### src/rtl/bmp_sink_pkg.sv
// -----------------------------------------------------------------------------
// bmp_sink_pkg
// Shared definitions for the master-port sink:
//   - source tag encodings carried on mstr0_data_valid
//   - per-channel frame state
// -----------------------------------------------------------------------------
package bmp_sink_pkg;

  localparam logic [1:0] SRC_IDLE = 2'b00;
  localparam logic [1:0] SRC_SLV0 = 2'b01;
  localparam logic [1:0] SRC_SLV1 = 2'b10;
  localparam logic [1:0] SRC_BAD  = 2'b11;

  typedef enum logic [1:0] {
    IDLE  = 2'd0,
    RECV  = 2'd1,
    DRAIN = 2'd2
  } chan_state_e;

endpackage : bmp_sink_pkg

### src/rtl/bmp_sink_chan.sv
// -----------------------------------------------------------------------------
// bmp_sink_chan
// One output channel of the master-port sink: a FIFO, the frame FSM, the
// per-frame word counter and (with SINK_CHECKSUM_EN) an XOR checksum.
//
// Optional feature macro: SINK_CHECKSUM_EN (adds frame_csum).
//
// Ports:
//   clk, rst_n     clock, asynchronous active-low reset
//   push           word accepted for this channel this cycle
//   push_data      accepted word
//   frame_end      end-of-frame seen for this channel this cycle
//   full           FIFO full
//   state          frame state (IDLE / RECV / DRAIN)
//   out_data       FIFO head
//   out_valid      FIFO not empty
//   out_ready      consumer accepts the head
//   frame_done     one-cycle pulse: frame complete and FIFO drained
//   frame_words    word count of the last completed frame
//   frame_csum     XOR of the last completed frame (SINK_CHECKSUM_EN only)
// -----------------------------------------------------------------------------
module bmp_sink_chan
  import bmp_sink_pkg::*;
#(
  parameter int DATA_WIDTH = 32,
  parameter int FIFO_DEPTH = 16,
  parameter int CNT_WIDTH  = 24
) (
  input  logic                  clk,
  input  logic                  rst_n,
  input  logic                  push,
  input  logic [DATA_WIDTH-1:0] push_data,
  input  logic                  frame_end,
  output logic                  full,
  output chan_state_e           state,
  output logic [DATA_WIDTH-1:0] out_data,
  output logic                  out_valid,
  input  logic                  out_ready,
  output logic                  frame_done,
  output logic [CNT_WIDTH-1:0]  frame_words
`ifdef SINK_CHECKSUM_EN
  ,
  output logic [DATA_WIDTH-1:0] frame_csum
`endif
);

  localparam int AW = $clog2(FIFO_DEPTH);

  logic [DATA_WIDTH-1:0] mem [FIFO_DEPTH];
  logic [AW:0]           wr_ptr;
  logic [AW:0]           rd_ptr;
  logic                  empty;
  logic                  pop;

  chan_state_e           state_next;
  logic                  frame_start;
  logic                  frame_finish;
  logic [CNT_WIDTH-1:0]  cnt;

  // ---------------------------------------------------------------------------
  // FIFO: the extra pointer MSB separates full (MSBs differ) from empty.
  // ---------------------------------------------------------------------------
  assign empty     = (wr_ptr == rd_ptr);
  assign full      = (wr_ptr[AW] != rd_ptr[AW]) &&
                     (wr_ptr[AW-1:0] == rd_ptr[AW-1:0]);
  assign out_valid = !empty;
  assign out_data  = mem[rd_ptr[AW-1:0]];
  assign pop       = out_valid && out_ready;

  // NOTE: sequential state uses non-blocking assignments so every flop samples
  // pre-edge values regardless of process ordering.
  always_ff @(posedge clk or negedge rst_n) begin
    if (!rst_n) begin
      wr_ptr <= '0;
      rd_ptr <= '0;
    end else begin
      if (push) wr_ptr <= wr_ptr + (AW+1)'(1);
      if (pop)  rd_ptr <= rd_ptr + (AW+1)'(1);
    end
  end

  // NOTE: the storage array is not reset; the pointers alone define which
  // entries are live, and leaving the array unreset lets it map to RAM.
  always_ff @(posedge clk) begin
    if (push) mem[wr_ptr[AW-1:0]] <= push_data;
  end

  // ---------------------------------------------------------------------------
  // Frame FSM
  // ---------------------------------------------------------------------------
  always_ff @(posedge clk or negedge rst_n) begin
    if (!rst_n) state <= IDLE;
    else        state <= state_next;
  end

  // NOTE: every signal driven in a combinational block gets a default first so
  // no path through the case leaves it unassigned (which would infer a latch).
  always_comb begin
    state_next = state;
    unique case (state)
      // A single-word frame (first word carries cmplt) closes immediately.
      IDLE:    if (push) state_next = frame_end ? DRAIN : RECV;
      RECV:    if (frame_end) state_next = DRAIN;
      DRAIN:   if (empty) state_next = IDLE;
      default: state_next = IDLE;
    endcase
  end

  always_comb begin
    frame_start  = (state == IDLE) && push;
    frame_finish = (state == DRAIN) && empty;
  end

  // ---------------------------------------------------------------------------
  // Word counter and completion report
  // ---------------------------------------------------------------------------
  always_ff @(posedge clk or negedge rst_n) begin
    if (!rst_n) begin
      cnt <= '0;
    end else if (frame_start) begin
      cnt <= CNT_WIDTH'(1);
    end else if (push && (cnt != '1)) begin
      cnt <= cnt + CNT_WIDTH'(1);
    end
  end

  always_ff @(posedge clk or negedge rst_n) begin
    if (!rst_n) begin
      frame_done  <= 1'b0;
      frame_words <= '0;
    end else begin
      frame_done <= frame_finish;
      if (frame_finish) frame_words <= cnt;
    end
  end

`ifdef SINK_CHECKSUM_EN
  logic [DATA_WIDTH-1:0] csum_acc;

  always_ff @(posedge clk or negedge rst_n) begin
    if (!rst_n) begin
      csum_acc   <= '0;
      frame_csum <= '0;
    end else begin
      if (frame_start) csum_acc <= push_data;
      else if (push)   csum_acc <= csum_acc ^ push_data;
      if (frame_finish) frame_csum <= csum_acc;
    end
  end
`endif

endmodule : bmp_sink_chan

### src/rtl/bmp_master_sink.sv
// -----------------------------------------------------------------------------
// bmp_master_sink
// Consumer of the accelerator master port. Demultiplexes tagged words into two
// per-slave channels, tracks frames per channel and reports completion once a
// channel's FIFO has drained.
//
// Optional feature macro: SINK_CHECKSUM_EN (adds frame0_csum / frame1_csum).
//
// Ports:
//   clk, rst_n                  clock, asynchronous active-low reset
//   mstr0_data_valid[1:0]       source tag (01 slave0, 10 slave1, 00 idle, 11 bad)
//   mstr0_data                  word
//   mstr0_cmplt                 end-of-frame for the current source
//   mstr0_ready                 sink accepts a word this cycle
//   out{0,1}_data/valid/ready   per-channel output streams
//   frame{0,1}_done             completion pulse (frame closed and drained)
//   frame{0,1}_words            word count of last completed frame
//   frame{0,1}_csum             XOR of last completed frame (SINK_CHECKSUM_EN)
//   err_tag                     sticky: illegal tag seen while ready
// -----------------------------------------------------------------------------
module bmp_master_sink
  import bmp_sink_pkg::*;
#(
  parameter int DATA_WIDTH = 32,
  parameter int FIFO_DEPTH = 16,
  parameter int CNT_WIDTH  = 24
) (
  input  logic                  clk,
  input  logic                  rst_n,
  input  logic [1:0]            mstr0_data_valid,
  input  logic [DATA_WIDTH-1:0] mstr0_data,
  input  logic                  mstr0_cmplt,
  output logic                  mstr0_ready,
  output logic [DATA_WIDTH-1:0] out0_data,
  output logic                  out0_valid,
  input  logic                  out0_ready,
  output logic [DATA_WIDTH-1:0] out1_data,
  output logic                  out1_valid,
  input  logic                  out1_ready,
  output logic                  frame0_done,
  output logic [CNT_WIDTH-1:0]  frame0_words,
  output logic                  frame1_done,
  output logic [CNT_WIDTH-1:0]  frame1_words,
`ifdef SINK_CHECKSUM_EN
  output logic [DATA_WIDTH-1:0] frame0_csum,
  output logic [DATA_WIDTH-1:0] frame1_csum,
`endif
  output logic                  err_tag
);

  logic        alive;
  logic        full0, full1;
  chan_state_e state0, state1;
  logic        push0, push1;
  logic        end0, end1;
  logic        tag_bad;
  logic [1:0]  last_src;

  // Holds ready low for the first cycle out of reset.
  always_ff @(posedge clk or negedge rst_n) begin
    if (!rst_n) alive <= 1'b0;
    else        alive <= 1'b1;
  end

  // A drain on either channel stalls both so frame boundaries stay ordered.
  assign mstr0_ready = alive && !full0 && !full1 &&
                       (state0 != DRAIN) && (state1 != DRAIN);

  assign push0   = mstr0_ready && (mstr0_data_valid == SRC_SLV0);
  assign push1   = mstr0_ready && (mstr0_data_valid == SRC_SLV1);
  assign tag_bad = mstr0_ready && (mstr0_data_valid == SRC_BAD);

  // cmplt belongs to the word arriving with it, or on an idle cycle to the
  // most recent source. last_src of 00 (nothing since reset) matches neither.
  assign end0 = mstr0_cmplt &&
                (push0 || ((mstr0_data_valid == SRC_IDLE) && (last_src == SRC_SLV0)));
  assign end1 = mstr0_cmplt &&
                (push1 || ((mstr0_data_valid == SRC_IDLE) && (last_src == SRC_SLV1)));

  always_ff @(posedge clk or negedge rst_n) begin
    if (!rst_n) begin
      last_src <= SRC_IDLE;
      err_tag  <= 1'b0;
    end else begin
      if (push0 || push1) last_src <= mstr0_data_valid;
      if (tag_bad)        err_tag  <= 1'b1;
    end
  end

  bmp_sink_chan #(
    .DATA_WIDTH (DATA_WIDTH),
    .FIFO_DEPTH (FIFO_DEPTH),
    .CNT_WIDTH  (CNT_WIDTH)
  ) u_chan0 (
    .clk         (clk),
    .rst_n       (rst_n),
    .push        (push0),
    .push_data   (mstr0_data),
    .frame_end   (end0),
    .full        (full0),
    .state       (state0),
    .out_data    (out0_data),
    .out_valid   (out0_valid),
    .out_ready   (out0_ready),
    .frame_done  (frame0_done),
    .frame_words (frame0_words)
`ifdef SINK_CHECKSUM_EN
    ,
    .frame_csum  (frame0_csum)
`endif
  );

  bmp_sink_chan #(
    .DATA_WIDTH (DATA_WIDTH),
    .FIFO_DEPTH (FIFO_DEPTH),
    .CNT_WIDTH  (CNT_WIDTH)
  ) u_chan1 (
    .clk         (clk),
    .rst_n       (rst_n),
    .push        (push1),
    .push_data   (mstr0_data),
    .frame_end   (end1),
    .full        (full1),
    .state       (state1),
    .out_data    (out1_data),
    .out_valid   (out1_valid),
    .out_ready   (out1_ready),
    .frame_done  (frame1_done),
    .frame_words (frame1_words)
`ifdef SINK_CHECKSUM_EN
    ,
    .frame_csum  (frame1_csum)
`endif
  );

endmodule : bmp_master_sink

### config.mk
export PLATFORM = sky130hd
export DESIGN_NAME = bmp_master_sink
export DESIGN_NICKNAME = d
export VERILOG_FILES = /design/src/rtl/bmp_sink_pkg.sv /design/src/rtl/bmp_sink_chan.sv /design/src/rtl/bmp_master_sink.sv
export SDC_FILE = /design/constraint.sdc
export NUM_CORES = 1
export LEC_CHECK = 0
export BUFFER_PORTS_ARGS = -buffer_cell sky130_fd_sc_hd__buf_4
export CORE_ASPECT_RATIO = 0.7
export CORE_UTILIZATION = 54
export DETAILED_ROUTE_END_ITERATION = 12
export PLACE_DENSITY = 0.82
export SLEW_MARGIN = 40
export SYNTH_ARGS = -nofsm -noshare
export SYNTH_HDL_FRONTEND = slang
export SYNTH_SLANG_ARGS = --single-unit
### constraint.sdc
create_clock -name clk -period 5.44 [get_ports clk]
set_input_delay 0.816 -clock clk [delete_from_list [all_inputs] [get_ports clk]]
set_output_delay 0.816 -clock clk [all_outputs]
set_load 0.02 [all_outputs]
==> out/metrics.yaml, run 1 <==
outcome: "finished clean"
fmax_mhz: 223
rows: 87
startpoint: "u_chan0.rd_ptr[0]"
ff2ff_setup_slack_ns: 1.63
syn_nets: 2060
hold_path_class: "input pin to asynchronous set/reset pin"
startpoint_type: "flip-flop"
root_buffer: "clkbuf_16"
final-setup-viol-count: 0
vias_per_cell: 6.56
hold_violations: 0
seq_area_frac_synth_pct: 75.9
rr_startpoint: "u_chan0.rd_ptr[0]"
fin_crit_ns: 4.49
synth.top_cells.by_count: "edfxtp_1, mux4_2, dfrtp_1, nor2_1, clkbuf_1"
core_area_sq_mm: 0.0812
io_pins: 157
tritoncts: "yes"
port_buffers: 156
synthArstFlopShare_pct: 11.0
nNetsFinal: 2283
area_growth_pct: 14.2
synthCells: 2009
drtIter0Drc: 2764
place_hpwl_um: 56300
yosysWarnings: 0
synth_edf_count: 1024
die_h_um: 243
cts_htree_levels: 3
drive_above_1_share_pct: 34.0
crit_required_ns: 4.62
die-width_um: 346
cts_setup_buffers: 0
dieArea_sq_mm: 0.0839
drc: 0
clock_skew_ns: 0.0391
gp_congestion: 0.797
cp_max_fo: 37
final_util_pct: 62.8
clock_sinks: 1150
drt_wl_total_um: 106000
crit_arrival_ns: 3.67
grt_max_degree: 132
crit_path_end_kind: "primary output"
antenna_found_initial: 2
grtUsageMet1_pct: 34.7
grt_use_met2_pct: 41.9
ctsHoldBuffers: 0
cts_resized: 0
grtUsageMet3_pct: 5.97
vias: 22200
worst_ir_drop_vdd_uv: 395
ys_ff_latch: 1150
synth.top_cells.by_area: "edfxtp_1, mux4_2, dfrtp_1"
grt_pass1_wl_um: 155000
grt_usage_pct: 25.6
slew_headroom_pct: 40.3
routedWlPerCell_um: 31.2
initial_core_util_pct: 55.0
cts_buffers: 103
synth_area_leader_cell: "edfxtp_1"
overflow: 0
tightest_slew_ns: 0.895
busiest_layer: "met2"
report.final.slew_viol_count: 0
clk_pin_slew_ns: 0.06
netlist_area_sq_mm: 0.0447
critical_path_class: "flip-flop to primary output"
leakagePower_nw: 17.0
worst_skew_pair.late_latency_ns: 0.70
rsz0062_at_grt: "false"
ys.flop_type: "edfxtp_1"
clockBufferDepth: 3
tns_ns: 0
n_antenna_cell: 0
p_per_area_mw_per_mm2: 492
grt_pass1_vias: 22600
firstDrtPassIters: 5
synth_top_area_share_pct: 68.8
maxCapViolations: 0
fin_crit_sh_pct: 82.6
ant_nets: 0
yosysMostFrequentCell: "edfxtp_1"
ys_types: 64
avgSynthCellArea_sq_um: 22.2
[metrics by stage]
step	hold WS (ns)	cells	power, mW	worst slack (ns)	instance area (sq um)
2_1_floorplan	0.460	2009	15.3	0.0418	44700
3_3_place_gp	0.453	3182	17.5	1.62	47300
3_5_place_dp	0.472	3193	17.7	1.56	47500
4_1_cts	0.218	3383	25.3	0.832	51000
5_1_grt	0.117	3385	25.9	0.702	51000
6_report	0.112	3385	25.1	0.949	51000
[area by class of cell]
type	count	area (sq um)
clock buffer	122	2700
clock inverter	68	762
fill	5183	30200
inverter	15	56.3
multi-input combinational	739	10400
sequential	1150	33900
tap	1068	1340
timing repair buffer	223	1850
[state kept, by name (all words and copies together), names as in the netlist]
name	flops
u_chan0.wr_ptr	5
u_chan0.mem	512
u_chan1.rd_ptr	5
u_chan0.state	2
err_tag	1
u_chan1.cnt	24
u_chan1.frame_done	1
u_chan0.cnt	24
u_chan1.wr_ptr	5
u_chan1.frame_words	24
u_chan0.frame_words	24
alive	1
u_chan0.rd_ptr	5
last_src	2
u_chan1.mem	512
u_chan1.state	2
u_chan0.frame_done	1
[where the power goes]
group          total [mW]  switching [mW]  internal (mW)
logic                7.21            3.78           3.44
registers            10.4           0.433           9.97
clock network        7.49            3.30           4.19
total                25.1            7.51           17.6
[path summary, 6_finish.rpt]
check,to,depth (start not counted)
setup / recovery,out0_data[29],4
hold / removal,u_chan0.cnt[21],1
setup reg to reg,u_chan0.mem[14][2],8
hold reg to reg,u_chan0.frame_words[19],2
max in group asynchronous,u_chan1.frame_words[22],2
min in group clk,u_chan1.state[0],2
[cell families after synthesis]
kind of cell / count (synthesis) / synth area share, %
xor+xnor: 67 / 1.33
buf+inv: 120 / 1.26
other cells: 1 / 0.00839
fa+ha+maj: 12 / 0.336
simple gates: 257 / 3.30
mux: 367 / 17.3
flops: 1150 / 75.9
compound gates: 35 / 0.560
[cells in the final DEF (no fill, tap or decap), types with 15 or more instances in the layout]
master        n
xor2_1       29
clkbuf_16   105
mux2_2       26
nand3_1      26
nor2_1       55
nand4_1      24
mux4_2      320
clkinv_2     21
dfrtp_1     118
mux2_1       19
clkinv_1     22
xnor2_1      37
clkbuf_1     16
nand2_1      39
buf_4       203
edfxtp_1   1024
inv_1        15
[layer usage]
layer  wire [um]  vias up
met3       10500      196
met2       53100     1449
li1            -     8782
met4        2820        4
met5          30        -
met1       39100    11800
[worst max-delay path, stage by stage (launching register included)]
cell and delay (ns):
dfrtp_4 0.90, buf_4 0.72, mux4_2 0.61, mux4_2 0.53, buf_4 0.19
(Power assumes the default switching activity.)
==> inputs of run 2 (changes only) <==
==> constraint.sdc (replaced) <==
create_clock -name clk -period 3.64 [get_ports clk]
set_input_delay 0.546 -clock clk [delete_from_list [all_inputs] [get_ports clk]]
set_output_delay 0.546 -clock clk [all_outputs]
set_load 0.02 [all_outputs]
==> out/metrics.yaml, run 2 (synthesized netlist as in run 1, its figures left out) <==
whs_ns: 0.0878  # was 0.112 ns
firstDrtPassIters: 5  # unchanged
io_pins: 157  # unchanged
clock_skew_ns: 0.0338  # was 0.0391 ns
crit_required_ns: 3.09  # was 4.62 ns
tightest_slew_ns: 0.873  # was 0.895 ns
drc: 0  # unchanged
vias_per_cell: 6.51  # was 6.56
grt_max_degree: 132  # unchanged
worst_skew_pair.late_latency_ns: 0.70  # about the same
die-width_um: 346  # unchanged
final-setup-viol-count: 0  # unchanged
ant_nets: 0  # unchanged
nNetsFinal: 2289  # was 2,283
worst_ir_drop_vdd_uv: 717  # was 395 uV
nFillCells: 5203  # was 5,183
port_buffers: 156  # unchanged
rr_startpoint: "u_chan1.rd_ptr[0]"  # was u_chan0.rd_ptr[0]
rows: 87  # unchanged
p_per_area_mw_per_mm2: 728  # was 492 mW/mm^2
die_h_um: 243  # unchanged
cp_max_fo: 131  # was 37
grt_pass1_vias: 22800  # was 22,600
leakagePower_nw: 16.9  # was 17.0 nW
clock_sinks: 1150  # unchanged
critical_path_class: "flip-flop to primary output"  # unchanged
drt_wl_total_um: 106000  # about the same
maxCapViolations: 0  # unchanged
hold_violations: 0  # unchanged
cts_htree_levels: 3  # unchanged
vias: 22100  # was 22,200
hold_path_class: "input pin to flip-flop"  # was input pin to asynchronous set/reset pin
startpoint_type: "flip-flop"  # unchanged
final_cell_mix: "edfxtp_1, mux4_2, buf_4"  # unchanged
cts_setup_buffers: 0  # unchanged
initial_core_util_pct: 55.0  # unchanged
core_area_sq_mm: 0.0812  # unchanged
crit_path_end_kind: "primary output"  # unchanged
rsz0062_at_grt: "false"  # unchanged
drtIter0Drc: 2339  # was 2,764
drive_above_1_share_pct: 33.6  # was 34.0%
hold_start: "mstr0_cmplt"
place_hpwl_um: 55000  # was 56,300 um
root_buffer: "clkbuf_16"  # unchanged
startpoint: "u_chan1.rd_ptr[1]"  # was u_chan0.rd_ptr[0]
area_growth_pct: 14.3  # was 14.2%
slew_headroom_pct: 41.8  # was 40.3%
cts_buffers: 103  # unchanged
outcome: "finished clean"  # unchanged
power_mw: 37.2  # was 25.1 mW
fin_crit_ns: 3.59
fin_crit_sh_pct: 98.5
grt_pass1_wl_um: 155000  # about the same
overflow: 0  # unchanged
dieArea_sq_mm: 0.0839  # unchanged
grt_usage_pct: 25.7  # was 25.6%
n_antenna_cell: 0  # unchanged
tritoncts: "yes"  # unchanged
final_common_cell: "edfxtp_1"  # unchanged
final_util_pct: 62.9  # was 62.8%
report.final.slew_viol_count: 0  # unchanged
routedWlPerCell_um: 31.3  # was 31.2 um
clockBufferDepth: 3  # unchanged
fmax_mhz: 279
clk_pin_slew_ns: 0.06  # about the same
crit_arrival_ns: 3.04  # was 3.67 ns
gp_congestion: 0.814  # was 0.797
antenna_found_initial: 0  # was 2
-- run 2: metal layers --
layer	GRT usage [%]	wire length [um]	part of all wire [%]
met4	8.27	3140	3.0
met5	0	0	0
met3	5.07	9400	8.9
met1	34.7	40100	38
met2	42.5	53500	50
-- run 2: worst paths after layout --
| kind | end | slack [ns] | cells past startpoint |
|---|---|---|---|
| min in group asynchronous | u_chan0.frame_words[15] | 0.35 | 2 |
| setup / recovery | out1_data[10] | 0.05 | 4 |
| hold reg to reg | u_chan1.wr_ptr[4] | 0.49 | 1 |
| hold / removal | u_chan1.state[0] | 0.09 | 2 |
| max in group asynchronous | u_chan1.rd_ptr[1] | 2.58 | 3 |
| setup reg to reg | u_chan0.mem[11][20] | 0.52 | 7 |
-- run 2: power by group --
group / switching, mW / leakage [nW] / internal (mW)
clock network: 4.84 / 1.57 / 5.77
logic: 5.99 / 4.47 / 5.27
registers: 0.394 / 10.9 / 14.9
total: 11.2 / 16.9 / 25.9
-- run 2: critical path: stages, from the launching register on --
cell	delay, ns
dfrtp_4	0.44
buf_12	0.51
mux4_2	0.46
mux4_2	0.59
buf_4	0.20
-- run 2: final cells by class --
cell class	instances	area (sq um)	share of cell area [%]
flip-flops and latches	1150	33900	66.4
multi-input cells	739	10500	20.5
clock buffers	130	2740	5.37
repair buffers	229	2090	4.09
well taps	1068	1340	2.62
clock inverters	56	482	0.943
inverters	15	56.3	0.110
-- run 2: repair_timing --
item | in CTS | in global routing
cloned | 1 | 0
endpoints found under the hold margin | 114 | 0
hold buffers | 1 | 0
setup endpoints to repair | 22 | 3
gates resized for setup | 3 | 2
-- run 2: metrics by stage --
step	setup TNS (ns)	instance area, sq um	std cells	setup WS (ns)
after floorplan	-120.90	44700	2009	-0.914
after global placement	0	47800	3198	0.695
after detailed placement	0	47800	3198	0.616
after CTS	0	51000	3386	0.0219
after global routing	0	51100	3387	0.00520
final	0	51100	3387	0.0549
